<file path="src/rtl/sipo_deser.sv">
// Serial-in/parallel-out deserializer: collects WIDTH serial bits in either
// bit order and hands the finished word to a registered valid/ready slot.
module sipo_deser #(
  parameter int WIDTH = 8
) (
  input  logic                       clk_i,
  input  logic                       rst_i,
  input  logic                       start_i,
  input  logic                       msb_first_i,
  input  logic                       sdata_i,
  input  logic                       sbit_vld_i,
  input  logic                       pready_i,
  input  logic                       clr_i,
  output logic [WIDTH-1:0]           pdata_o,
  output logic                       pvalid_o,
  output logic                       busy_o,
  output logic [$clog2(WIDTH+1)-1:0] cnt_o,
  output logic                       overrun_o
);

  localparam int CW = $clog2(WIDTH + 1);
  localparam logic [CW-1:0] LAST_IDX = CW'(WIDTH - 1);

  typedef enum logic {
    IDLE  = 1'b0,
    SHIFT = 1'b1
  } state_t;

  state_t           state, state_nx;
  logic [WIDTH-1:0] sreg, sreg_nx, shifted, pdata_nx;
  logic [CW-1:0]    cnt, cnt_nx;
  logic             mode, mode_nx;
  logic             pvalid_nx, overrun_nx, complete;

  always_ff @(posedge clk_i) begin
    if (rst_i) begin
      state     <= IDLE;
      sreg      <= '0;
      cnt       <= '0;
      mode      <= 1'b0;
      pdata_o   <= '0;
      pvalid_o  <= 1'b0;
      overrun_o <= 1'b0;
    end else begin
      state     <= state_nx;
      sreg      <= sreg_nx;
      cnt       <= cnt_nx;
      mode      <= mode_nx;
      pdata_o   <= pdata_nx;
      pvalid_o  <= pvalid_nx;
      overrun_o <= overrun_nx;
    end
  end

  // Frame assembly; start_i wins over a bit arriving in the same cycle.
  always_comb begin
    state_nx = state;
    sreg_nx  = sreg;
    cnt_nx   = cnt;
    mode_nx  = mode;
    complete = 1'b0;
    shifted  = mode ? {sreg[WIDTH-2:0], sdata_i} : {sdata_i, sreg[WIDTH-1:1]};
    if (start_i) begin
      state_nx = SHIFT;
      sreg_nx  = '0;
      cnt_nx   = '0;
      mode_nx  = msb_first_i;
    end else if (state == SHIFT && sbit_vld_i) begin
      sreg_nx = shifted;
      if (cnt == LAST_IDX) begin
        complete = 1'b1;
        state_nx = IDLE;
        cnt_nx   = '0;
      end else begin
        cnt_nx = cnt + 1'b1;
      end
    end
  end

  // Output slot: a completed word may land in the same edge the old one drains.
  always_comb begin
    pdata_nx   = pdata_o;
    pvalid_nx  = pvalid_o;
    overrun_nx = overrun_o;
    if (pvalid_o && pready_i) begin
      pvalid_nx = 1'b0;
    end
    if (clr_i) begin
      overrun_nx = 1'b0;
    end
    if (complete) begin
      if (!pvalid_o || pready_i) begin
        pdata_nx  = shifted;
        pvalid_nx = 1'b1;
      end else begin
        overrun_nx = 1'b1;
      end
    end
  end

  assign busy_o = (state == SHIFT);
  assign cnt_o  = cnt;

endmodule

</file>
<file path="config.mk">
export PLATFORM = sky130hd
export DESIGN_NAME = sipo_deser
export DESIGN_NICKNAME = d
export VERILOG_FILES = /design/src/rtl/sipo_deser.sv
export SDC_FILE = /design/constraint.sdc
export NUM_CORES = 1
export LEC_CHECK = 0
export CORE_UTILIZATION = 50
export CTS_BUF_LIST = sky130_fd_sc_hd__clkbuf_2
export DETAILED_ROUTE_END_ITERATION = 7
export PLACE_DENSITY = 0.79
export SYNTH_ARGS = -nofsm -noshare
export SYNTH_HDL_FRONTEND = slang
export SYNTH_SLANG_ARGS = --single-unit
</file>
<file path="constraint.sdc">
create_clock -name clk_i -period 2.2 [get_ports clk_i]
set_clock_uncertainty 0.05 [all_clocks]
set_input_delay 0.44 -clock clk_i [delete_from_list [all_inputs] [get_ports clk_i]]
set_output_delay 0.44 -clock clk_i [all_outputs]
set_load 0.02 [all_outputs]
</file>
==> out/qor.txt, run 1 <==
Root Buffer - clkbuf_2
die width - 48.4 um
First-pass DRT Iterations - 4
synthesis-to-finish area growth - 28.1%
Final Core Density - 69.4%
number of cells on the critical path - 1
Synth cell types - 30
number of global-route vias before repair - 833
Clock Path Buffers - 2
mean area per synthesized cell - 9.95 um2
power per cell area - 591 mW/mm2
Synth Cell Area - 0.00107 mm2
Syn Nets - 117
Final Max Slew Viols - 0
sequential share of the synthesized area - 44.7%
wire per inst - 12.8 um
CP max stage delay - 0.64 ns
CP max stage cell - clkdlybuf4s50_1
setup_tns - 0 ns
outcome - completed
Setup crit end - cnt_o[2]
GRT overflow - 0
most frequent cells after synthesis - dfxtp_1, nor2_1, mux2i_1
# diodes - 0
Fill cells - 166
r2r setup slk - 0.45 ns
CORE AREA - 0.00198 mm2
worst hold start - cnt_o[1]$_SDFFE_PP0P_
max cap viols - 0
WS Path Type - reg -> out
area of the multi-input gates - 563 um2
Leak - 0.558 nW
Initial Util - 54.2%
Final min period - 1.97 ns
clock-pin transition on the worst setup and hold timing paths - 0.23 ns
Post-CTS Setup Inserts - 0
CP arrival - 1.48 ns
Critical R2R Launch - cnt_o[0]$_SDFFE_PP0P_
Worst Hold Class - reg -> reg
Vias/cell - 5.18
vias post-DR - 824
Die ar. - 0.00234 mm2
Placer Congestion - 0.741
Post-Syn Instances - 108
top post-synthesis cells by area - dfxtp_1, mux2i_1, mux2_2, nor2_1, a211oi_1
largest net degree at the start of global routing - 19
H-tree Lvls - 1
Storage cell area - 480 um2
buffer and inverter count on the worst path - 1
CTS tree - yes
Critical Path RT - 1.71 ns
CTS Hold Bufs - 0
clock sinks - 24
crit path cell chain - clkdlybuf4s50_1
CTS Buf Count - 3
Reg2Reg Capture Point - pdata_o[3]$_SDFFE_PP0P_
DRC Markers - 0
crit path launch type - register
number of synthesized register bits - 24
Worst-Skew Late Latency - 0.35 ns
initial antenna violation count - 0
overall routing resource usage - 20.1%
share of cells above drive strength 1 - 19.7%
FP Rows - 16
cell with the most instances after synthesis - dfxtp_1
peak supply drop - 419 uV
first-pass GRT wire length - 3690 um
IO Pins - 23
Final ANT Viol Nets - 0
Synthesis Warnings - 0
final HPWL from detailed placement - 1550 um
fin nets - 142
post-cts resize count - 0
Reg2Reg Depth - 5
area leader, netlist - dfxtp_1
Post-synth ARST share - 0%
1st-iter DRT viols - 10
Slew headroom - 66.5%
Worst Tran Pin Value - 0.502 ns
Final Cycle Share - 89.4%
worst setup path start - cnt_o[2]$_SDFFE_PP0P_
CP max FO - 4
fmax - 508 MHz
ys flop type - dfxtp_1
post-synth top area share - 44.7%
Crit. End Element - output port
RSZ-0062 raised after global routing - no
final hold vios - 0
port bufs - 22
Post-synth EDFFs - 0
Die Ht - 48.4 um
CP top delay family - buffers and inverters
routed wire length - 2030 um
# setup viols final - 0
==> worst min-delay path by stage <==
stage                     cells past startpoint  slack (ns)                     to
final                                         2        0.46  cnt_o[1]$_SDFFE_PP0P_
after global routing                          2        0.49   sreg[0]$_SDFFE_PP0P_
after detailed placement                      2        0.44  cnt_o[1]$_SDFFE_PP0P_
after global placement                        2        0.43   overrun_o$_SDFF_PP0_
after CTS                                     2        0.46  cnt_o[1]$_SDFFE_PP0P_
after floorplan                               2        0.43   sreg[7]$_SDFFE_PP0P_
==> flip-flops by register name, indices dropped and copies added (netlist names) <==
signal     count
pdata_o        8
sreg           8
cnt_o          4
busy_o         1
mode           1
overrun_o      1
pvalid_o       1
==> area by class of cell <==
class	count	share of cell area [%]
Clock buffer	3	1.09
Clock inverter	1	2.18
Inverter	1	0.273
Multi-Input combinational cell	77	40.9
Sequential cell	24	34.9
Tap cell	27	2.45
Timing Repair Buffer	26	18.2
==> kinds of logic (layout without fill, tap and decap cells) <==
group / after synthesis / count (layout) / share of synthesized area [%]
adder cells (fa/ha/maj): 1 / 1 / 1.16
buffers and inverters: 7 / 31 / 2.91
AND/OR/NAND/NOR: 44 / 44 / 24.9
AO/OA/AOI/OAI: 14 / 14 / 8.73
multiplexers: 17 / 17 / 16.8
flip-flops: 24 / 24 / 44.7
XOR/XNOR: 1 / 1 / 0.815
==> tightest hold or removal path, stage by stage, from the launching register on <==
cell	delay (ns)
dfxtp_1	0.39
nand2_1	0.06
a21oi_1	0.05
==> cells in the final DEF (no fill, tap or decap) <==
cell type,instances
dfxtp_1,24
clkdlybuf4s50_1,22
nor2_1,19
mux2i_1,9
a211oi_1,8
mux2_2,8
and2b_2,5
nand2_1,4
a21oi_1,4
buf_4,4
and2b_1,3
clkbuf_2,3
nor3_1,2
nand3b_4,1
or3_2,1
or2b_2,1
nand2b_1,1
o32ai_1,1
and2_1,1
or2_2,1
inv_1,1
nand4_1,1
or4_1,1
o21ai_0,1
nand3_1,1
xor2_1,1
nand3b_1,1
nor4b_4,1
ha_1,1
bufinv_16,1
==> metrics by stage <==
| stage | instance area (um2) | power (mW) | setup slack [ns] | hold WS (ns) | instances |
|---|---|---|---|---|---|
| 2_1_floorplan | 1070 | 0.497 | 0.357 | 0.427 | 108 |
| 3_3_place_gp | 1330 | 0.524 | 0.166 | 0.431 | 155 |
| 3_5_place_dp | 1330 | 0.526 | 0.124 | 0.438 | 155 |
| 4_1_cts | 1380 | 0.820 | 0.207 | 0.463 | 159 |
| 5_1_grt | 1380 | 0.844 | 0.151 | 0.492 | 159 |
| 6_report | 1380 | 0.814 | 0.233 | 0.459 | 159 |
==> per-layer routing <==
layer | up-vias | share of wire (%) | routed length, um | track usage [%]
met1 | 381 | 46 | 944 | 24.4
met4 | 0 | 1.3 | 27 | 7.35
met2 | 15 | 48 | 986 | 35.9
met3 | 2 | 3.7 | 76 | 2.83
met5 | - | 0 | 0 | 0
li1 | 426 | - | - | -
==> power breakdown <==
group          switching, mW  leakage, nW  total [mW]  internal, mW
Sequential           0.00991        0.194       0.453         0.443
Clock                  0.140       0.0266       0.296         0.157
Combinational         0.0319        0.337      0.0647        0.0328
Power figures use the tool's default switching activity.
==> run 2, diff against run 1 <==
--- a/config.mk
+++ b/config.mk
@@ -5,10 +5,11 @@
 export SDC_FILE = /design/constraint.sdc
 export NUM_CORES = 1
 export LEC_CHECK = 0
-export CORE_UTILIZATION = 50
+export CORE_UTILIZATION = 25
 export CTS_BUF_LIST = sky130_fd_sc_hd__clkbuf_2
+export CTS_CLUSTER_SIZE = 28
 export DETAILED_ROUTE_END_ITERATION = 7
-export PLACE_DENSITY = 0.79
+export SLEW_MARGIN = 20
 export SYNTH_ARGS = -nofsm -noshare
 export SYNTH_HDL_FRONTEND = slang
 export SYNTH_SLANG_ARGS = --single-unit
==> out/qor.txt, run 2 (synthesis gave the netlist of run 1 again) <==
outcome - completed
vias post-DR - 823
number of global-route vias before repair - 826
routed wire length - 2160 um
Clock Path Buffers - 2
H-tree Lvls - 1
clock sinks - 24
CP max FO - 4
CP max stage cell - clkdlybuf4s50_1
1st-iter DRT viols - 18
IO Pins - 23
crit path launch type - register
Fill cells - 423
Worst Tran Pin Value - 0.474 ns
Die Ht - 67.6 um
Initial Util - 26.5%
Placer Congestion - 0.730
# setup viols final - 0
setup_tns - 0 ns
Critical Path RT - 1.71 ns
CTS Buf Count - 3
Root Buffer - clkbuf_2
# diodes - 0
post-cts resize count - 0
Final ANT Viol Nets - 0
clock-pin transition on the worst setup and hold timing paths - 0.21 ns
first-pass GRT wire length - 3660 um
Worst Slack Setup Final - 0.260 ns
Final Max Slew Viols - 0
Final min period - 1.94 ns
Vias/cell - 4.55
die width - 67.6 um
share of cells above drive strength 1 - 19.1%
worst hold start - cnt_o[1]$_SDFFE_PP0P_
port bufs - 22
Die ar. - 0.00457 mm2
Total Power - 0.681 mW
power per cell area - 495 mW/mm2
FP Rows - 23
overall routing resource usage - 10.5%
final hold vios - 0
synthesis-to-finish area growth - 27.9%
GRT overflow - 0
crit path cell chain - clkdlybuf4s50_1
buffer and inverter count on the worst path - 1
worst setup path start - cnt_o[2]$_SDFFE_PP0P_
WS Path Type - reg -> out
wire per inst - 11.9 um
Critical R2R Launch - cnt_o[0]$_SDFFE_PP0P_
CP arrival - 1.45 ns
largest net degree at the start of global routing - 19
Post-CTS Setup Inserts - 0
First-pass DRT Iterations - 4
Worst Hold Class - reg -> reg
fin nets - 142
most frequent cells in the layout - dfxtp_1, clkdlybuf4s50_1, nor2_1, mux2i_1
fmax - 515 MHz
Design Area, Final - 0.00138 mm2
initial antenna violation count - 0
Storage cell area - 480 um2
peak supply drop - 199 uV
RSZ-0062 raised after global routing - no
DP Area - 0.00136 mm2
DRC Markers - 0
area of the multi-input gates - 563 um2
Worst-Skew Late Latency - 0.32 ns
Final Core Density - 33.9%
CTS tree - yes
pre-CTS WS - 0.129 ns
Final Cycle Share - 88.2%
CP top delay family - buffers and inverters
max cap viols - 0
Slew headroom - 68.4%
Leak - 0.543 nW
commonest non-fill, non-tap cell in the layout - dfxtp_1
CP max stage delay - 0.64 ns
CORE AREA - 0.00406 mm2
CTS Hold Bufs - 0
final HPWL from detailed placement - 1620 um
Crit. End Element - output port
[run 2: cell count changes in the layout (fill, tap and decap cells not counted)]
cell,before,now
bufinv_16,1,0
[run 2: final cells by class]
cell class | count | area share, %
Tap cell | 50 | 4.55
Sequential cell | 24 | 34.9
Inverter | 1 | 0.273
Multi-Input combinational cell | 77 | 40.9
Timing Repair Buffer | 26 | 18.2
Clock buffer | 3 | 1.09
[run 2: per-stage QoR]
step	instances	hold WS, ns
after global routing	181	0.490
after global placement	178	0.429
final	181	0.456
after CTS	181	0.459
after detailed placement	178	0.434
after floorplan	108	0.427
[run 2: final timing paths]
kind / to / slack [ns] / depth (start not counted)
max: cnt_o[2] / 0.26 / 1
min: cnt_o[1]$_SDFFE_PP0P_ / 0.46 / 2
max reg2reg: pdata_o[0]$_SDFFE_PP0P_ / 0.45 / 5
min reg2reg: cnt_o[1]$_SDFFE_PP0P_ / 0.46 / 2
[run 2: worst min-delay path, stage by stage, from the launching register on]
cell and delay (ns):
dfxtp_1 0.38, nand2_1 0.06, a21oi_1 0.05
[run 2: power breakdown]
part           total (mW)  switching (mW)  internal (mW)
Clock               0.163           0.126         0.0371
Sequential          0.452         0.00961          0.443
Combinational      0.0648          0.0320         0.0328
[run 2: per-layer routing]
| metal | up-vias | wire length [um] | track usage (%) |
|---|---|---|---|
| li1 | 423 | - | - |
| met1 | 376 | 1090 | 13.5 |
| met2 | 20 | 941 | 16.5 |
| met3 | 4 | 97 | 2.20 |
| met4 | 0 | 29 | 4.79 |
| met5 | - | 0 | 0 |
==> run 3, diff against run 2 <==
--- a/config.mk
+++ b/config.mk
@@ -9,6 +9,7 @@
 export CTS_BUF_LIST = sky130_fd_sc_hd__clkbuf_2
 export CTS_CLUSTER_SIZE = 28
 export DETAILED_ROUTE_END_ITERATION = 7
+export RECOVER_POWER = 25
 export SLEW_MARGIN = 20
 export SYNTH_ARGS = -nofsm -noshare
 export SYNTH_HDL_FRONTEND = slang
==> out/qor.txt, run 3 (synthesis gave the netlist of run 1 again) <==
outcome - completed
initial antenna violation count - 0
Die Ht - 67.6 um
CP max stage cell - clkdlybuf4s50_1
Vias/cell - 4.55
port bufs - 22
crit path launch type - register
routed wire length - 2150 um
# setup viols final - 0
Worst-Skew Late Latency - 0.32 ns
power per cell area - 499 mW/mm2
share of cells above drive strength 1 - 17.6%
vias post-DR - 824
commonest non-fill, non-tap cell in the layout - dfxtp_1
Reg2Reg Depth - 5
final HPWL from detailed placement - 1620 um
CP arrival - 1.42 ns
number of global-route vias before repair - 826
Final Max Slew Viols - 0
wire per inst - 11.9 um
1st-iter DRT viols - 17
hold path cells - 2
overall routing resource usage - 10.5%
Die ar. - 0.00457 mm2
Clock Path Buffers - 2
Final ANT Viol Nets - 0
peak supply drop - 199 uV
Final Cycle Share - 86.8%
Root Buffer - clkbuf_2
Worst Hold Class - reg -> reg
fin nets - 142
Worst Slack Setup Final - 0.290 ns
first-pass GRT wire length - 3660 um
DRC Markers - 0
GRT overflow - 0
Non-Filler Instances - 181
IO Pins - 23
CP top delay family - buffers and inverters
max cap viols - 0
RSZ-0062 raised after global routing - no
clock sinks - 24
H-tree Lvls - 1
pre-CTS WS - 0.129 ns
Post-CTS Setup Inserts - 0
CP max FO - 6
FP Rows - 23
CTS Buf Count - 3
Final min period - 1.91 ns
setup_tns - 0 ns
post-cts resize count - 0
number of cells on the critical path - 1
crit path cell chain - clkdlybuf4s50_1
# diodes - 0
CP max stage delay - 0.64 ns
clock-pin transition on the worst setup and hold timing paths - 0.21 ns
First-pass DRT Iterations - 4
die width - 67.6 um
Initial Util - 26.5%
DP Cell Count - 178
final hold vios - 0
synthesis-to-finish area growth - 26.8%
largest net degree at the start of global routing - 19
Worst Tran Pin Value - 0.706 ns
fmax - 524 MHz
Critical Path RT - 1.71 ns
CTS tree - yes
most frequent cells in the layout - dfxtp_1, clkdlybuf4s50_1, nor2_1, mux2i_1
WS Path Type - reg -> out
Slew headroom - 52.9%
Crit. End Element - output port
Leak - 0.503 nW
buffer and inverter count on the worst path - 1
CTS Hold Bufs - 0
Placer Congestion - 0.730
CORE AREA - 0.00406 mm2
[run 3: cell count changes in the layout (fill, tap and decap cells not counted), sizes merged]
| cell | previous run | this run |
|---|---|---|
| clkdlybuf4s50 | 22 | 20 |
| dlygate4sd3 | 0 | 2 |
[run 3: path summary, 6_finish.rpt]
kind                          from                 endpoint  slack (ns)
max            busy_o$_SDFFE_PP0P_                   busy_o        0.29
min          cnt_o[1]$_SDFFE_PP0P_    cnt_o[1]$_SDFFE_PP0P_        0.46
max reg2reg  cnt_o[0]$_SDFFE_PP0P_  pdata_o[0]$_SDFFE_PP0P_        0.38
min reg2reg  cnt_o[1]$_SDFFE_PP0P_    cnt_o[1]$_SDFFE_PP0P_        0.46
[run 3: area by class of cell]
| type | count | area [um2] |
|---|---|---|
| clock buffers | 3 | 15.0 |
| fillers | 423 | 2700 |
| inverters | 1 | 3.75 |
| multi-input cells | 77 | 551 |
| flip-flops and latches | 24 | 480 |
| well taps | 50 | 62.6 |
| repair buffers | 26 | 250 |
[run 3: per-layer routing]
metal | vias up | wire (um) | GRT usage (%)
met2 | 20 | 941 | 16.5
met3 | 4 | 97 | 2.20
met4 | 0 | 29 | 4.79
met1 | 377 | 1080 | 13.5
li1 | 423 | - | -
met5 | - | 0 | 0
[run 3: stage by stage]
| stage | hold slack, ns | area [um2] | power, mW | utilization [%] |
|---|---|---|---|---|
| after CTS | 0.459 | 1380 | 0.691 | 33.9 |
| final | 0.456 | 1360 | 0.679 | 33.6 |
| after detailed placement | 0.434 | 1360 | 0.526 | 33.5 |
| after floorplan | 0.427 | 1070 | 0.497 | - |
| after global placement | 0.429 | 1360 | 0.524 | 33.5 |
| after global routing | 0.490 | 1360 | 0.714 | 33.6 |
[run 3: where the power goes]
group	total [mW]	leakage, nW	internal, mW	switching (mW)
combinational	0.0637	0.296	0.0318	0.0319
clock	0.163	0.0125	0.0371	0.126
sequential	0.452	0.194	0.443	0.00962
